File: src/rtl/ref_fifo.sv
// Alignment FIFO for the transmitted symbol stream; show-ahead head output so
// a compare can use the head in the same cycle it is popped.
module ref_fifo #(
    parameter int WIDTH = 2,
    parameter int DEPTH = 16
) (
    input  logic             clk,
    input  logic             rstn,
    input  logic             flush,
    input  logic             push,
    input  logic             pop,
    input  logic [WIDTH-1:0] din,
    output logic [WIDTH-1:0] dout,
    output logic             full,
    output logic             empty
);

    localparam int AW = $clog2(DEPTH);

    logic [WIDTH-1:0] r_mem [DEPTH];
    logic [AW:0]      r_wr_ptr;
    logic [AW:0]      r_rd_ptr;
    logic             w_do_pop;
    logic             w_do_push;

    assign empty = (r_wr_ptr == r_rd_ptr);
    assign full  = (r_wr_ptr[AW] != r_rd_ptr[AW]) &&
                   (r_wr_ptr[AW-1:0] == r_rd_ptr[AW-1:0]);

    // A pop on a full FIFO frees the slot the simultaneous push lands in
    assign w_do_pop  = pop & ~empty;
    assign w_do_push = push & (~full | w_do_pop);

    assign dout = r_mem[r_rd_ptr[AW-1:0]];

    always_ff @(posedge clk) begin
        if (w_do_push) begin
            r_mem[r_wr_ptr[AW-1:0]] <= din;
        end
    end

    always_ff @(posedge clk or negedge rstn) begin
        if (!rstn) begin
            r_wr_ptr <= '0;
            r_rd_ptr <= '0;
        end else if (flush) begin
            r_wr_ptr <= '0;
            r_rd_ptr <= '0;
        end else begin
            if (w_do_push) r_wr_ptr <= r_wr_ptr + 1'b1;
            if (w_do_pop)  r_rd_ptr <= r_rd_ptr + 1'b1;
        end
    end

endmodule

File: config.mk
export PLATFORM = sky130hd
export DESIGN_NAME = ref_fifo
export DESIGN_NICKNAME = d
export VERILOG_FILES = /design/src/rtl/ref_fifo.sv
export SDC_FILE = /design/constraint.sdc
export NUM_CORES = 1
export LEC_CHECK = 0
export BUFFER_PORTS_ARGS = -buffer_cell sky130_fd_sc_hd__buf_4
export CAP_MARGIN = 20
export CORE_MARGIN = 10
export CORE_UTILIZATION = 43
export CTS_BUF_LIST = sky130_fd_sc_hd__clkbuf_16
export DETAILED_ROUTE_END_ITERATION = 8
export GPL_TIMING_DRIVEN = 0
export PLACE_DENSITY = 0.63
export SLEW_MARGIN = 20
export SYNTH_ARGS = -nofsm -noshare
export SYNTH_HDL_FRONTEND = slang
export SYNTH_SLANG_ARGS = --single-unit
File: constraint.sdc
create_clock -name clk -period 2.79 [get_ports clk]
set_clock_uncertainty 0.15 [all_clocks]
set_input_delay 0.6975 -clock clk [delete_from_list [all_inputs] [get_ports clk]]
set_output_delay 0.6975 -clock clk [all_outputs]
set_load 0.01 [all_outputs]
==> results.sh <==
export IMPL_outcome="complete, but fails checks"
export IMPL_failed_checks="negative setup slack"
export IMPL_slowest_delay_ns=0.52
export IMPL_clk_path_buf_depth=2
export IMPL_sw_frac_of_total_pct=22.25
export IMPL_cp_slowest_cell="mux4_2"
export IMPL_std_cell_rows=24
export IMPL_max_freq_mhz=351.6
export IMPL_seqPwrFrac_pct=42.8
export IMPL_drt_antenna_violating_nets=0
export IMPL_fin_cells=206
export IMPL_ir_drop_mv=0.4158
export IMPL_r2r_start="r_rd_ptr[2]"
export IMPL_avgSynthCellArea_sq_um=15.66
export IMPL_ctsHoldBuffers=0
export IMPL_synth_seq_cells=42
export IMPL_grt_pass1_wl_microns=6154
export IMPL_slew_headroom_pct=69.50
export IMPL_drt_initial_drc_count=80
export IMPL_drt_wl_total_microns=3793
export IMPL_cp_depth=4
export IMPL_hpwlAfterDp_microns=2497
export IMPL_path_max_fanout=5
export IMPL_endpoint="dout[0]"
export IMPL_syn_to_final_growth_pct=16.59
export IMPL_drive_gt1_share_pct=29.22
export IMPL_die_y_microns=88.55
export IMPL_clock_sinks=42
export IMPL_gp_congestion=0.7417
export IMPL_syn_area_sq_um=2021
export IMPL_setup_worst_path_end_class="primary output"
export IMPL_crit_type="flip-flop to primary output"
export IMPL_pre_cts_ws_ns=0.01987
export IMPL_ioPinCount=11
export IMPL_final_cell_area_sq_um=2356
export IMPL_period_share_pct=102.0
export IMPL_rsz0062_at_grt="true"
export IMPL_yosysWarnings=0
export IMPL_arrival_ns=2.00
export IMPL_critPathTopFamily="multiplexers"
export IMPL_grt_max_degree=17
export IMPL_hold_ws_ns=0.08632
export IMPL_io_buffer_count=10
export IMPL_grt_overflow=0
export IMPL_worstMarginPinSlew_ns=0.4575
export IMPL_cp_cell_sequence="buf_6 > mux4_2 > mux4_2 > buf_6"
export IMPL_start_kind="flip-flop"
export IMPL_rr_worst_depth=7
export IMPL_yosysSeqAreaShare_pct=59.94
export IMPL_syn_inst=129
export IMPL_cts_tree="built"
export IMPL_clkPwrFrac_pct=38.2
export IMPL_wl_per_cell_microns=18.41
export IMPL_worstPathRequired_ns=1.94
export IMPL_cts_buffers=5
export IMPL_drc=0
export IMPL_hold_viol=0
export IMPL_vias=1111
export IMPL_power_share_combinational_pct=19.0
export IMPL_p_sw_mw=0.3669
export IMPL_drv_slew=0
export IMPL_initial_core_util_pct=45.47
export IMPL_regToRegEndpoint="r_mem[8][0]"
export IMPL_hold_class="input pin to asynchronous set/reset pin"
export IMPL_leakagePower_nw=0.9271
export IMPL_cap_violations=0
export IMPL_n_antenna_cell=0
export IMPL_min_period_ns=2.845
export IMPL_cts_root_buf="clkbuf_16"
export IMPL_powerDensity_nw_per_um2=700.1
export IMPL_worstSetupStartpoint="r_rd_ptr[0]"
export IMPL_clkTransAtPathRegs_ns=0.06
export IMPL_final_nets=165
export IMPL_placedCellCount=191
export IMPL_antenna_found_initial=0
export IMPL_setup_ws_ns=-0.05451
export IMPL_cts_htree_levels=2
export IMPL_syn_num_nets=141
export IMPL_placed_cell_area_sq_um=2161
export IMPL_first_pass_iters=4
export IMPL_coreArea_sq_um=4444
export IMPL_worst_r2r_setup_slack_ns=0.56
export IMPL_setup_viol=2
export IMPL_synthDistinctLibCells=29
export IMPL_crit_buf_inv=2
export IMPL_internal_power_mw=1.283
export IMPL_clk_latency_ns=0.28
export IMPL_die_area_sq_um=7841
export IMPL_grt_pass1_vias=1159
export IMPL_vias_per_cell=5.393
export IMPL_grt_use_total_pct=10.77
export IMPL_die_w_microns=88.55
## per-stage QoR
stage / total power [mW] / TNS, ns / utilization (%)
2_1_floorplan: 0.8834 / 0 / -
4_1_cts: 1.639 / -0.1887 / 52.56
6_report: 1.649 / -0.09671 / 53.01
5_1_grt: 1.724 / -0.2043 / 53.01
3_3_place_gp: 0.9570 / 0 / 48.62
3_5_place_dp: 0.9631 / 0 / 48.62
## metal layers
metal | vias up | routed length, microns | global-route usage, %
met5 | - | 0 | 0
met2 | 26 | 1859 | 16.88
met4 | 0 | 32 | 3.965
met1 | 555 | 1732 | 13.56
li1 | 526 | - | -
met3 | 4 | 169 | 3.585
## kinds of logic (layout without fill, tap and decap cells)
| kind of cell | Yosys count | in the layout | synth area share, % |
|---|---|---|---|
| simple gates | 40 | 40 | 11.27 |
| flops | 42 | 42 | 59.94 |
| buf+inv | 10 | 35 | 2.786 |
| mux | 13 | 13 | 14.55 |
| compound gates | 7 | 7 | 2.787 |
| xor+xnor | 12 | 12 | 5.573 |
| fa+ha+maj | 5 | 5 | 3.096 |
## cell usage in the layout, fill, tap and decap left out, drive strengths merged
| cell | n |
|---|---|
| a211oi | 1 |
| a21boi | 2 |
| a21o | 1 |
| a21oi | 3 |
| and2 | 2 |
| and3 | 12 |
| buf | 21 |
| bufinv | 1 |
| clkbuf | 8 |
| clkinvlp | 1 |
| dfrtp | 10 |
| edfxtp | 32 |
| ha | 5 |
| inv | 4 |
| mux2 | 1 |
| mux2i | 2 |
| mux4 | 10 |
| nand2 | 2 |
| nand3 | 2 |
| nand4 | 2 |
| nor2 | 12 |
| nor2b | 5 |
| nor3 | 1 |
| nor3b | 1 |
| nor4 | 1 |
| xnor2 | 7 |
| xor2 | 5 |
## synth_stat cells (all sizes together)
| cell type | count | share of area [%] |
|---|---|---|
| edfxtp | 32 | 48 |
| and3 | 12 | 3.7 |
| nor2 | 12 | 2.2 |
| dfrtp | 10 | 12 |
| mux4 | 10 | 13 |
| xnor2 | 7 | 3.4 |
| ha | 5 | 3.1 |
| nor2b | 5 | 1.5 |
| xor2 | 5 | 2.2 |
| buf | 4 | 1.6 |
| a21oi | 3 | 0.74 |
| clkbuf | 3 | 0.62 |
| inv | 3 | 0.56 |
| a21boi | 2 | 1.3 |
| and2 | 2 | 0.62 |
| mux2i | 2 | 0.99 |
| nand2 | 2 | 0.37 |
| nand3 | 2 | 0.50 |
| nand4 | 2 | 0.62 |
| a211oi | 1 | 0.37 |
| a21o | 1 | 0.37 |
| mux2 | 1 | 0.56 |
| nor3 | 1 | 0.25 |
| nor3b | 1 | 0.37 |
| nor4 | 1 | 1.1 |
## timing repair
item                                    CTS  global route
setup buffers                             3             3
pin swaps                                 0             1
gates cloned                              1             0
endpoints found under the setup margin    2             4
resized for setup                        14             2
endpoints found under the hold margin     0             0
## worst min-delay path by stage
stage,from,to,slack (ns)
after global routing,rstn,r_wr_ptr[3],0.09
after CTS,rstn,r_rd_ptr[0],0.09
final,rstn,r_rd_ptr[0],0.09
after floorplan,rstn,r_rd_ptr[0],0.25
after global placement,rstn,r_wr_ptr[2],0.38
after detailed placement,rstn,r_rd_ptr[0],0.38
## sequential cells by signal, summed over array words and instances, names as in the netlist
name      count
r_rd_ptr      5
r_wr_ptr      5
r_mem        32
## layout make-up
class | count | area [sq um]
timing repair buffer | 17 | 138.9
buffer | 7 | 46.29
multi-input combinational | 77 | 715.7
tap | 52 | 65.06
inverter | 3 | 11.26
fill | 386 | 2088
sequential | 42 | 1212
clock inverter | 3 | 41.29
clock buffer | 5 | 125.1
## power by group through the flow
| stage | clock [mW] | combinational [mW] | sequential, mW |
|---|---|---|---|
| 2_1_floorplan | 0 | 0.172 | 0.712 |
| 3_3_place_gp | 0 | 0.243 | 0.714 |
| 3_5_place_dp | 0 | 0.248 | 0.716 |
| 4_1_cts | 0.640 | 0.295 | 0.705 |
| 5_1_grt | 0.675 | 0.342 | 0.707 |
| 6_report | 0.630 | 0.314 | 0.706 |
(Power assumes the default switching activity.)
